[config.mk]
export PLATFORM = sky130hd
export DESIGN_NAME = axi_rd_arbiter
export DESIGN_NICKNAME = d
export VERILOG_FILES = /design/src/rtl/axi_rd_arbiter_pkg.sv /design/src/rtl/axi_ar_slot.sv /design/src/rtl/axi_rd_arbiter.sv
export SDC_FILE = /design/constraint.sdc
export NUM_CORES = 1
export LEC_CHECK = 0
export CAP_MARGIN = 20
export CORE_MARGIN = 2
export CORE_UTILIZATION = 31
export CTS_CLUSTER_SIZE = 25
export DETAILED_ROUTE_END_ITERATION = 7
export GPL_TIMING_DRIVEN = 0
export HOLD_SLACK_MARGIN = 0.03
export PLACE_DENSITY = 0.78
export SYNTH_ARGS = -nofsm -noshare
export SYNTH_HDL_FRONTEND = slang
export SYNTH_SLANG_ARGS = --single-unit
[constraint.sdc]
create_clock -name clk -period 1.7 [get_ports clk]
set_clock_uncertainty 0.05 [all_clocks]
set_input_delay 0.425 -clock clk [delete_from_list [all_inputs] [get_ports clk]]
set_output_delay 0.425 -clock clk [all_outputs]
set_load 0.01 [all_outputs]
[src/rtl/axi_rd_arbiter_pkg.sv]
// Shared constants and types for the read-side AXI arbiter.
// Holds AXI IDs, icache read-type encodings and the AR payload record.
package axi_rd_arbiter_pkg;

  localparam logic [3:0] IC_ID          = 4'd0;
  localparam logic [3:0] D_ID           = 4'd1;

  localparam logic [2:0] RD_LINE        = 3'b100;
  localparam logic [2:0] RD_WORD        = 3'b010;

  localparam logic [1:0] AXI_BURST_INCR = 2'b01;
  localparam logic [7:0] LINE_ARLEN     = 8'd3;
  localparam logic [2:0] AXI_SIZE_WORD  = 3'b010;

  typedef enum logic {
    AR_IDLE,
    AR_SEND
  } ar_state_t;

  typedef struct packed {
    logic [3:0]  id;
    logic [31:0] addr;
    logic [7:0]  len;
    logic [2:0]  size;
  } ar_payload_t;

endpackage

[src/rtl/axi_ar_slot.sv]
// Single-entry AR holding register: captures a payload on load and keeps
// it stable with valid high until the AXI slave takes it.
module axi_ar_slot
  import axi_rd_arbiter_pkg::*;
(
  input  logic        clk,
  input  logic        resetn,
  input  logic        load,
  input  ar_payload_t ld_payload,
  input  logic        ready,
  output logic        valid,
  output ar_payload_t payload
);

  always_ff @(posedge clk or negedge resetn) begin
    if (!resetn) begin
      valid   <= 1'b0;
      payload <= '0;
    end else if (load && !valid) begin
      valid   <= 1'b1;
      payload <= ld_payload;
    end else if (valid && ready) begin
      valid   <= 1'b0;
    end
  end

endmodule

[src/rtl/axi_rd_arbiter.sv]
// Read-side AXI master: arbitrates icache refills and data reads onto one
// AR slot (data has priority) and routes R beats back by rid.
module axi_rd_arbiter #(
  parameter logic [3:0] IC_ID = 4'd0,
  parameter logic [3:0] D_ID  = 4'd1
) (
  input  logic        clk,
  input  logic        resetn,

  input  logic        ic_rd_req,
  input  logic [2:0]  ic_rd_type,
  input  logic [31:0] ic_rd_addr,
  output logic        ic_rd_rdy,
  output logic        ic_ret_valid,
  output logic        ic_ret_last,
  output logic [31:0] ic_ret_data,

  input  logic        d_req,
  input  logic [1:0]  d_size,
  input  logic [31:0] d_addr,
  input  logic        d_rd_block,
  output logic        d_addr_ok,
  output logic        d_data_ok,
  output logic [31:0] d_rdata,

  output logic [3:0]  arid,
  output logic [31:0] araddr,
  output logic [7:0]  arlen,
  output logic [2:0]  arsize,
  output logic [1:0]  arburst,
  output logic        arvalid,
  input  logic        arready,

  input  logic [3:0]  rid,
  input  logic [31:0] rdata,
  input  logic [1:0]  rresp,
  input  logic        rlast,
  input  logic        rvalid,
  output logic        rready
);

  import axi_rd_arbiter_pkg::*;

  ar_state_t   state;
  logic        ic_out;
  logic        d_out;
  logic        d_elig;
  logic        ic_elig;
  logic        accept_d;
  logic        accept_ic;
  logic        r_fin;
  logic        unused_rresp;
  ar_payload_t ld_payload;
  ar_payload_t ar_q;

  assign d_elig    = d_req && !d_rd_block && !d_out;
  assign ic_elig   = ic_rd_req && !ic_out;
  assign accept_d  = (state == AR_IDLE) && d_elig;
  assign accept_ic = (state == AR_IDLE) && ic_elig && !d_elig;

  assign d_addr_ok = accept_d;
  assign ic_rd_rdy = accept_ic;

  always_comb begin
    ld_payload = '0;
    if (accept_d) begin
      ld_payload.id   = D_ID;
      ld_payload.addr = d_addr;
      ld_payload.len  = '0;
      ld_payload.size = {1'b0, d_size};
    end else if (ic_rd_type == RD_LINE) begin
      ld_payload.id   = IC_ID;
      ld_payload.addr = {ic_rd_addr[31:4], 4'b0000};
      ld_payload.len  = LINE_ARLEN;
      ld_payload.size = AXI_SIZE_WORD;
    end else begin
      ld_payload.id   = IC_ID;
      ld_payload.addr = ic_rd_addr;
      ld_payload.len  = '0;
      ld_payload.size = AXI_SIZE_WORD;
    end
  end

  // No acceptance on the handshake cycle: the slot is still full there.
  always_ff @(posedge clk or negedge resetn) begin
    if (!resetn) begin
      state <= AR_IDLE;
    end else begin
      case (state)
        AR_IDLE: if (accept_d || accept_ic) state <= AR_SEND;
        AR_SEND: if (arvalid && arready)    state <= AR_IDLE;
        default:                            state <= AR_IDLE;
      endcase
    end
  end

  axi_ar_slot u_ar_slot (
    .clk        (clk),
    .resetn     (resetn),
    .load       (accept_d || accept_ic),
    .ld_payload (ld_payload),
    .ready      (arready),
    .valid      (arvalid),
    .payload    (ar_q)
  );

  assign arid    = ar_q.id;
  assign araddr  = ar_q.addr;
  assign arlen   = ar_q.len;
  assign arsize  = ar_q.size;
  assign arburst = AXI_BURST_INCR;

  assign rready       = 1'b1;
  assign r_fin        = rvalid && rready && rlast;
  assign unused_rresp = ^rresp;

  // Set has priority over clear for each outstanding flag.
  always_ff @(posedge clk or negedge resetn) begin
    if (!resetn) begin
      ic_out <= 1'b0;
      d_out  <= 1'b0;
    end else begin
      if (accept_ic)                 ic_out <= 1'b1;
      else if (r_fin && rid == IC_ID) ic_out <= 1'b0;
      if (accept_d)                  d_out  <= 1'b1;
      else if (r_fin && rid == D_ID) d_out  <= 1'b0;
    end
  end

  assign ic_ret_valid = rvalid && (rid == IC_ID);
  assign ic_ret_last  = rlast;
  assign ic_ret_data  = rdata;

  assign d_data_ok = rvalid && rlast && (rid == D_ID);
  assign d_rdata   = rdata;

endmodule

==> flow_summary.ini <==
[outcome]
run_status = finished with violations
violations = setup timing

[synth]
synth_warnings = 0
synth_area_mm2 = 0.00248
synthAdderAreaFrac_pct = 0
synthCells = 257
ys_ff_latch = 40
yosys.cell_types.count = 27
yosysSeqAreaShare_pct = 40.3
synth_compound_area_share_pct = 10.4
synth_mux_area_share_pct = 11.3
synth_top_family_by_area = buffers and inverters
synth_xor_area_share_pct = 0
synth_area_per_cell_um2 = 9.67
synth-simple-area-share_pct = 9.16

[die]
dieArea_mm2 = 0.00875
row_count = 32
dieWidth_um = 93.5
fp.coreArea_mm2 = 0.00773
io_pins = 235
chipHeight_um = 93.5
initial_core_util_pct = 32.2

[placement]
gp_congestion = 0.747
dpl_cell_area_mm2 = 0.00452
dp_hpwl_mm = 6.14
dp_slack_ns = -0.922
numPortBuffers = 187

[sta]
post-route-min-period_ns = 1.79
setup_viol = 2
tightest_slew_ns = 0.879
finalHoldViolations = 0
drv_slew = 0
rsz0062_at_grt = true
worst_slack_ns = -0.0871
clock.fmax_mhz = 560
post-route-period-util_pct = 105
worst_slew_margin_rel_pct = 41.4

[route]
drtPass1Iterations = 4
drtAntennaViolNets = 0
drt_first_iter_violations = 66
drc_errors = 0
detail_route.wirelength_mm = 7.42
via_count = 2403
post_drt_wl_per_cell_um = 13.0
viasPerCell = 4.21

[cells_and_area]
drive_gt1_share_pct = 26.0
multi_input_area_um2 = 850
fin_nets = 583
fill_cells = 673
area_growth_pct = 90.3
regArea_mm2 = 0.00100
antenna-diode-count = 0
design_area_mm2 = 0.00473

[global_routing]
grt_max_degree = 41
overflow = 0
antenna_found_initial = 0
grt_pass1_wl_mm = 11.4
grtUsageTotal_pct = 16.6
grt_pass1_vias = 2448

[power]
peakVddDrop_uv = 360
leakagePower_nw = 2.48
power_density_mw_per_mm2 = 918

[hold_path]
min_path_type = primary input to async pin

[clock_tree]
cts_inserted_buffers = 5
cts.sinks = 40
cts-root-buf = clkbuf_8
path_clk_slew_ns = 0.08
clockBufferDepth = 2
cts_tree = built
clkLatencyLatePin_ns = 0.29
htreeDepth = 2

[critical_path]
critPathRequiredTime_ns = 1.22
endpoint_kind = output pin
cpLargestDelayFamily = flip-flops
critPathMaxStageDelay_ns = 0.41
crit_chain = nor3b_4, nand2b_4, clkinv_8, buf_12, buf_6
r2r_start = d_out
crit_fanout = 2
reg2reg_depth = 7
cp-start-kind = flip-flop
reg2reg_slack_ns = 0.01
crit_type = flip-flop to output pin
arrival_ns = 1.31
critical_path_buf_inv_count = 3
crit_slowest_cell = dfrtp_1
crit-reg2reg-capture = u_ar_slot.payload[34]

[job]
drv_cap = 0
synth_stat cells, drive strengths merged:
cell    instances  share of area, %
nor3            2              0.40
nand3           1              0.20
conb            2              0.30
a31oi           1              0.25
a32o            1              0.40
nor3b           2               1.1
mux2i          28                11
buf            85                27
nand2          35               5.3
nand2b          2              0.81
a22oi           4               1.2
clkbuf          4              0.60
inv             3              0.45
nor2b           2              0.50
nor4b           1              0.35
dfrtp          40                40
a21oi           2              0.40
and3            1              0.25
o21ai          38               8.1
clkinv          1              0.65
nor2            2              0.30
where the power goes:
group | switching [mW] | internal, mW
Clock | 0.325 | 0.324
Sequential | 0.216 | 1.35
Combinational | 0.889 | 1.23
Total | 1.43 | 2.91
kinds of logic after synthesis:
| kind of cell | after synthesis |
|---|---|
| compound gates | 46 |
| buf+inv | 93 |
| flops | 40 |
| mux | 28 |
| other cells | 2 |
| simple gates | 48 |
cell type report:
class,instances,area share [%]
Multi-Input combinational cell,135,18.0
Timing Repair Buffer,193,41.1
Buffer,89,14.6
Inverter,4,0.582
Tap cell,102,2.70
Clock inverter,2,0.212
Sequential cell,40,21.2
Clock buffer,6,1.75
routing by layer:
layer	part of all wire (%)	wire length, um	track usage, %
met3	11	816	6.37
met4	0.93	69	3.86
met2	53	3930	31.1
met1	35	2610	17.3
met5	0	0	0
per-stage QoR:
step                hold slack, ns  power (mW)  instances  utilization, %  setup TNS, ns
floorplan                   0.0794        2.50        268               -              0
global placement             0.411        3.76        557            58.6         -48.30
detailed placement           0.423        3.82        557            58.5         -17.94
CTS                          0.221        4.47        570            60.2         -0.231
global route                 0.264        4.66        571            61.2          -1.49
finish                       0.192        4.34        571            61.2         -0.152
state kept, by name, indices dropped and copies added (netlist names):
name / count
u_ar_slot.payload: 36
d_out: 1
ic_out: 1
state: 1
u_ar_slot.valid: 1
how the worst max path moves through the flow:
stage / endpoint / start / slack, ns / cells after the start
global route: d_addr_ok / d_out / -0.17 / 5
finish: d_addr_ok / d_out / -0.09 / 5
CTS: d_addr_ok / d_out / -0.12 / 5
floorplan: ic_ret_valid / rid[1] / 0.17 / 2
global placement: d_addr_ok / d_req / -0.91 / 6
detailed placement: d_addr_ok / d_req / -0.92 / 6
cell usage in the layout, fill, tap and decap left out, drive strengths merged, types with 2 or more instances in the layout:
master / netlist / final
a21oi: 2 / 2
a22oi: 4 / 4
buf: 85 / 98
clkbuf: 4 / 11
clkdlybuf4s50: 0 / 138
clkinv: 1 / 3
conb: 2 / 13
dfrtp: 40 / 40
dlygate4sd2: 0 / 12
dlymetal6s2s: 0 / 28
inv: 3 / 3
mux2i: 28 / 28
nand2: 35 / 35
nand2b: 2 / 2
nor2: 2 / 2
nor2b: 2 / 2
nor3: 2 / 2
nor3b: 2 / 2
o21ai: 38 / 38
timing repair:
item,CTS,global route
hold buffers,0,0
endpoints found under the setup margin,44,62
pin swaps,4,2
gates cloned,0,0
setup buffers,5,1
resized for setup,49,36
Note: power is estimated with default switching activity, not from simulation.
